$ cat config.mk
export PLATFORM = sky130hd
export DESIGN_NAME = version_streamer
export DESIGN_NICKNAME = d
export VERILOG_FILES = /design/src/rtl/version_pkg.sv /design/src/rtl/version_stream_pkg.sv /design/src/rtl/version_beacon_timer.sv /design/src/rtl/version_streamer.sv
export SDC_FILE = /design/constraint.sdc
export NUM_CORES = 1
export LEC_CHECK = 0
export CORE_AREA = 2 2 43 75
export CTS_CLUSTER_DIAMETER = 80
export DETAILED_ROUTE_END_ITERATION = 10
export DIE_AREA = 0 0 45 77
export PLACE_DENSITY = 0.76
export SLEW_MARGIN = 25
export SYNTH_ARGS = -nofsm -noshare
export SYNTH_HDL_FRONTEND = slang
export SYNTH_SLANG_ARGS = --single-unit
$ cat constraint.sdc
create_clock -name clk -period 2 [get_ports clk]
set_input_delay 0.3 -clock clk [delete_from_list [all_inputs] [get_ports clk]]
set_output_delay 0.3 -clock clk [all_outputs]
set_load 0.03 [all_outputs]
$ cat src/rtl/version_pkg.sv
// Build-identification constants: version numbers and BCD build date/time.
package version_pkg;

  localparam logic [7:0]  VERSION_MAJOR = 8'h00;
  localparam logic [7:0]  VERSION_MINOR = 8'h00;
  localparam logic [7:0]  VERSION_PATCH = 8'h00;
  localparam logic [7:0]  VERSION_BUILD = 8'h48;
  localparam logic [15:0] BUILD_YEAR    = 16'h2026;
  localparam logic [7:0]  BUILD_MONTH   = 8'h01;
  localparam logic [7:0]  BUILD_DAY     = 8'h07;
  localparam logic [7:0]  BUILD_HOUR    = 8'h12;
  localparam logic [7:0]  BUILD_MINUTE  = 8'h23;
  localparam logic [7:0]  BUILD_SECOND  = 8'h05;

endpackage

$ cat src/rtl/version_stream_pkg.sv
// Packet layout for version_streamer. VERSION_STREAM_CKSUM_EN appends a checksum byte
// computed at elaboration so that LEN + payload + CKSUM sums to zero mod 256.
package version_stream_pkg;
  import version_pkg::*;

  localparam logic [7:0]  C_SOF_DEFAULT = 8'hA5;
  localparam int unsigned C_PAYLOAD_LEN = 11;
`ifdef VERSION_STREAM_CKSUM_EN
  localparam int unsigned C_PKT_BYTES   = 14;
`else
  localparam int unsigned C_PKT_BYTES   = 13;
`endif

  typedef enum logic [0:0] {ST_IDLE, ST_SEND} stream_state_e;

  function automatic logic [7:0] payload_byte(int unsigned i);
    case (i)
      0:       return VERSION_MAJOR;
      1:       return VERSION_MINOR;
      2:       return VERSION_PATCH;
      3:       return VERSION_BUILD;
      4:       return BUILD_YEAR[15:8];
      5:       return BUILD_YEAR[7:0];
      6:       return BUILD_MONTH;
      7:       return BUILD_DAY;
      8:       return BUILD_HOUR;
      9:       return BUILD_MINUTE;
      10:      return BUILD_SECOND;
      default: return 8'h00;
    endcase
  endfunction

`ifdef VERSION_STREAM_CKSUM_EN
  function automatic logic [7:0] calc_cksum();
    logic [7:0] sum;
    sum = 8'(C_PAYLOAD_LEN);
    for (int unsigned i = 0; i < C_PAYLOAD_LEN; i++) begin
      sum = sum + payload_byte(i);
    end
    return 8'h00 - sum;
  endfunction

  localparam logic [7:0] C_CKSUM = calc_cksum();
`endif

  // Byte i of the packet, 0 = SOF; out-of-range indices read as zero.
  function automatic logic [7:0] pkt_byte(int unsigned i, logic [7:0] sof);
    if (i == 0) return sof;
    if (i == 1) return 8'(C_PAYLOAD_LEN);
    if (i < 2 + C_PAYLOAD_LEN) return payload_byte(i - 2);
`ifdef VERSION_STREAM_CKSUM_EN
    if (i == 2 + C_PAYLOAD_LEN) return C_CKSUM;
`endif
    return 8'h00;
  endfunction

endpackage

$ cat src/rtl/version_beacon_timer.sv
// Free-running beacon counter: pulses expire for one cycle every BEACON_CYCLES clocks.
// Tied off (no counter) when BEACON_CYCLES is 0.
module version_beacon_timer #(
  parameter int unsigned BEACON_CYCLES = 0
) (
  input  logic clk,
  input  logic rst_n,
  output logic expire
);

  if (BEACON_CYCLES == 0) begin : g_off
    logic unused_clk_rst;
    assign unused_clk_rst = clk ^ rst_n;
    assign expire = 1'b0;
  end else begin : g_on
    logic [31:0] cnt_q, cnt_d;

    assign expire = (cnt_q == 32'(BEACON_CYCLES - 1));
    assign cnt_d  = expire ? 32'd0 : cnt_q + 32'd1;

    always_ff @(posedge clk or negedge rst_n) begin
      if (!rst_n) begin
        cnt_q <= 32'd0;
      end else begin
        cnt_q <= cnt_d;
      end
    end
  end

endmodule

$ cat src/rtl/version_streamer.sv
// Streams the build-identification packet on a DATA_W-wide valid/ready bus, on req or beacon.
// Define VERSION_STREAM_CKSUM_EN to append a checksum byte (14-byte packet).
module version_streamer
  import version_stream_pkg::*;
#(
  parameter int unsigned DATA_W        = 8,
  parameter logic [7:0]  SOF_BYTE      = C_SOF_DEFAULT,
  parameter int unsigned BEACON_CYCLES = 0
) (
  input  logic                clk,
  input  logic                rst_n,
  input  logic                req,
  output logic [DATA_W-1:0]   m_data,
  output logic [DATA_W/8-1:0] m_keep,
  output logic                m_valid,
  output logic                m_last,
  input  logic                m_ready,
  output logic                busy,
  output logic [15:0]         pkt_cnt
);

  if (!(DATA_W == 8 || DATA_W == 16 || DATA_W == 32)) begin : g_bad_width
    $error("version_streamer: DATA_W must be 8, 16 or 32");
  end

  localparam int unsigned Lanes = DATA_W / 8;
  localparam int unsigned Beats = (C_PKT_BYTES + Lanes - 1) / Lanes;

  stream_state_e state_q, state_d;
  logic          pending_q, pending_d;
  logic [3:0]    beat_q, beat_d;
  logic [15:0]   pkt_cnt_q, pkt_cnt_d;
  logic          beacon_expire;
  logic          last_beat;
  logic          hs;

  version_beacon_timer #(
    .BEACON_CYCLES(BEACON_CYCLES)
  ) u_beacon (
    .clk    (clk),
    .rst_n  (rst_n),
    .expire (beacon_expire)
  );

  assign last_beat = (beat_q == 4'(Beats - 1));
  assign hs        = (state_q == ST_SEND) && m_ready;

  always_ff @(posedge clk or negedge rst_n) begin
    if (!rst_n) begin
      state_q   <= ST_IDLE;
      pending_q <= 1'b0;
      beat_q    <= 4'd0;
      pkt_cnt_q <= 16'd0;
    end else begin
      state_q   <= state_d;
      pending_q <= pending_d;
      beat_q    <= beat_d;
      pkt_cnt_q <= pkt_cnt_d;
    end
  end

  // A trigger seen in IDLE starts the packet directly, so pending is only ever left set by
  // triggers that arrive while a packet is in flight.
  always_comb begin
    state_d   = state_q;
    pending_d = pending_q | req | beacon_expire;
    beat_d    = beat_q;
    pkt_cnt_d = pkt_cnt_q;
    unique case (state_q)
      ST_IDLE: begin
        if (pending_d) begin
          state_d   = ST_SEND;
          pending_d = 1'b0;
          beat_d    = 4'd0;
        end
      end
      ST_SEND: begin
        if (hs) begin
          if (last_beat) begin
            state_d   = ST_IDLE;
            beat_d    = 4'd0;
            pkt_cnt_d = pkt_cnt_q + 16'd1;
          end else begin
            beat_d = beat_q + 4'd1;
          end
        end
      end
      default: state_d = ST_IDLE;
    endcase
  end

  always_comb begin
    m_valid = 1'b0;
    m_last  = 1'b0;
    busy    = 1'b0;
    m_data  = '0;
    m_keep  = '0;
    if (state_q == ST_SEND) begin
      m_valid = 1'b1;
      busy    = 1'b1;
      m_last  = last_beat;
      for (int unsigned k = 0; k < Lanes; k++) begin
        if (32'(beat_q) * Lanes + k < C_PKT_BYTES) begin
          m_data[8*k +: 8] = pkt_byte(32'(beat_q) * Lanes + k, SOF_BYTE);
          m_keep[k]        = 1'b1;
        end
      end
    end
  end

  assign pkt_cnt = pkt_cnt_q;

endmodule

==> summary.md <==
| Metric | Value |
|---|---|
| Result of the run | `complete, but fails checks` |
| Failing checks | `setup timing` |
| Max_slew headroom | `0.7628` |
| Count of max-cap constraint violations | `0` |
| Core area | `2863 µm²` |
| Via count of the first global-routing pass | `1279` |
| Crit-path slowest cell | `dfrtp_1` |
| Post-DRT Antenna Nets | `0` |
| CP Cell Sequence | `inv_4 -> buf_4 -> ha_1 -> buf_4 -> o21ai_2 -> o21ai_1 -> a21oi_1 -> buf_4` |
| Area growth syn-to-layout | `52.23%` |
| Maximum fanout encountered on the critical timing path | `5` |
| Proportion of layout cells with a drive suffix above 1 | `0.3660` |
| Total count of hold-check failures in the final report | `0` |
| Required time at the endpoint of the critical path | `1.70 ns` |
| Final critical delay including setup and external delays | `2.112 ns` |
| Most repeated cell in the gate-level netlist after synthesis | `dfrtp_1` |
| Sum of negative setup slack | `-0.4213 ns` |
| Post-place setup slack | `-0.2892 ns` |
| Worst IR Drop VDD | `0.8753 mV` |
| Proportion of register bits with asynchronous set or reset after synthesis | `1.000` |
| Post-place instance area | `1802 µm²` |
| Number of unique standard cell types used by synthesis | `37` |
| Worst setup SP type | `register` |
| I/O Pins | `32` |
| Cell area after layout | `2046 µm²` |
| Height of the chip | `77 µm` |
| Unrepaired setup endpoints after global routing | `true` |
| Layout filler cell count | `214` |
| Die span in x | `45 µm` |
| DR vias/cell | `5.847` |
| Clock sink total | `22` |
| Area fraction of the dominant cell type after synthesis | `0.4097` |
| Row count | `26` |
| Overall routing resource usage | `0.2156` |
| Synth Register Bits | `22` |
| Top cells by area in the synthesized netlist | `dfrtp_1 41%, ha_1 9.3%, xnor2_1 8.5%` |
| Count of buffer and inverter cells on the critical path | `4` |
| H-tree depth | `1` |
| Wire length of the first global-routing pass | `5706 µm` |
| # hold bufs at CTS | `0` |
| Worst Setup End Kind | `output port` |
| Clock Skews | `0.002509 ns` |
| Via Count | `1298` |
| Total Die Area | `3465 µm²` |
| Pin count of the biggest net entering global routing | `23` |
| HPWL after DPL | `2623 µm` |
| Period utilisation layout | `1.056` |
| Cell taking the most area after synthesis | `dfrtp_1` |
| Seq. cell area | `551.8 µm²` |
| Leakage power | `0.0008967 µW` |
| Starting DRC count in detailed routing | `46` |
| Post-layout net count | `210` |
| Clock-pin slew on the worst setup and hold paths | `0.08 ns` |
| Yosys Warn Count | `0` |
| Number of enable flip-flop cells after synthesis | `0` |
| Worst path max stage delay | `0.40 ns` |
| Synth Cell Area | `1344 µm²` |
| Post-detailed-route wirelength per cell | `18.23 µm` |
| Commonest cells in the netlist | `22 x dfrtp_1, 13 x xnor2_1, 11 x nand2_1, 11 x nor2_1, 10 x ha_1` |
| Weighted congestion reported at the end of routability-driven placement | `0.8640` |
| Count of final max-slew check failures | `0` |
| Synthesized area divided by synthesized cell count | `9.530 µm²` |
| Cell at the root of the clock tree | `clkbuf_8` |
| Cell repeated most along the worst path | `buf_4` |
| Post-route DRC | `0` |
| Kind of critical path | `reg -> out` |
| Crit path max-delay family | `buffers and inverters` |
| Part of the Yosys area used for sequential elements | `0.4097` |
| Deepest clock path buffer count | `2` |
| Post-synth top flop | `dfrtp_1` |
| WP data arrival | `1.81 ns` |
| Syn Inst Count | `141` |
| Number of port buffers | `31` |
| Drt pass-1 iters | `4` |
| Initial antenna violation count | `0` |
| Initial core utilization | `0.4694` |
| Overflow left after global routing | `0` |
| TritonCTS clock tree | `done` |
| Final setup viols | `6` |
| Power density of the placed cells | `1232 nW/µm²` |
| Net count after synthesis | `155` |
| Final setup margin | `-0.1115 ns` |
| Inserted Diodes | `0` |
| Max frequency | `0.4736 GHz` |
| Num CTS Buffers | `3` |
| Area of combinational cells with multiple inputs | `902.1 µm²` |
| Slew at the pin closest to its max-slew limit | `0.3512 ns` |
| Clock latency on the worst-skew pair | `0.26 ns` |
| Hold/Removal Path Class | `in -> async` |
| Final Routed Wirelength | `4047 µm` |
## path summary, 6_finish.rpt
| check | from | endpoint | slack [ns] | depth (start not counted) |
|---|---|---|---|---|
| hold / removal | rst_n | pkt_cnt[3] | 0.38 | 2 |
| max in group asynchronous | rst_n | beat_q[3] | 1.38 | 2 |
| setup / recovery | beat_q[1] | m_data[5] | -0.11 | 8 |
| setup reg to reg | beat_q[1] | pkt_cnt[5] | -0.02 | 9 |
| hold reg to reg | pkt_cnt[15] | pkt_cnt[15] | 0.47 | 1 |
| min in group clk | pkt_cnt[15] | pkt_cnt[15] | 0.47 | 1 |
## kinds of logic after synthesis
group	count (synthesis)	synth area share
and+or+nand+nor	57	0.2328
AOI/OAI and AO/OA	23	0.09964
DFF	22	0.4097
xor gates and xnor gates	16	0.1099
buffers and inverters	11	0.03818
adders and majority gates	10	0.09311
muxes	2	0.01676
## registers in the layout, indices dropped and copies added, names as in the netlist
signal	cells
beat_q	4
pending_q	1
pkt_cnt	16
state_q	1
## per-stage QoR
step,hold WS [ns],std cells,power [µW],utilization
finish,0.3807,222,2521,0.7146
global route,0.4069,222,2653,0.7146
CTS,0.3902,220,2180,0.6617
detailed placement,0.4625,215,1781,0.6294
global placement,0.4616,215,1744,0.6294
floorplan,0.004409,141,1254,-
## layout make-up
type                            count  area share
Inverter                            7     0.01407
Clock buffer                        3     0.02018
Timing Repair Buffer               54      0.2379
Sequential cell                    22      0.2697
Multi-Input combinational cell    108      0.4410
Tap cell                           28     0.01713
## metal layers
metal / part of all wire / vias to the layer above / wire, µm / global-route usage
li1: - / 594 / - / -
met1: 0.34 / 640 / 1366 / 0.2227
met2: 0.59 / 50 / 2368 / 0.3929
met3: 0.038 / 14 / 152 / 0.02588
met4: 0.040 / 0 / 160 / 0.1088
met5: 0 / - / 0 / 0
## report_power, final
part           internal (µW)  switching (µW)  total [µW]  leakage [µW]
logic                    793             934        1730      0.000590
clock network            134             139         273     0.0000216
registers                479            41.1         520      0.000285
total                   1410            1110        2520      0.000897
## worst register-to-register path: stages, from the launching register on
cell	delay, ns
dfrtp_1	0.42
inv_4	0.11
buf_6	0.11
ha_4	0.16
clkbuf_2	0.18
buf_4	0.13
nand3_2	0.10
nor3_4	0.29
and4_1	0.26
xor2_1	0.18
## cells in the final DEF, fill, tap and decap left out, drive strengths merged
| cell | count |
|---|---|
| or2 | 1 |
| ha | 10 |
| mux2 | 2 |
| a22o | 1 |
| nor2 | 11 |
| a21oi | 6 |
| and4 | 1 |
| buf | 31 |
| and2 | 5 |
| xor2 | 3 |
| o21a | 1 |
| and3 | 5 |
| nand4 | 7 |
| clkbuf | 5 |
| nand2 | 12 |
| nand2b | 1 |
| nor2b | 1 |
| o21ai | 10 |
| nand3b | 1 |
| dfrtp | 22 |
| o31ai | 1 |
| or3 | 1 |
| nor3 | 5 |
| xnor2 | 13 |
| o22ai | 1 |
| nand3 | 6 |
| clkdlybuf4s50 | 21 |
| a21o | 1 |
| inv | 7 |
| a211oi | 1 |
| o41ai | 1 |
## timing repair
item	CTS	global route
setup buffers	2	6
setup endpoints to repair	9	10
gates resized for setup	20	35
pin swaps	4	13
Power figures use the tool's default switching activity.
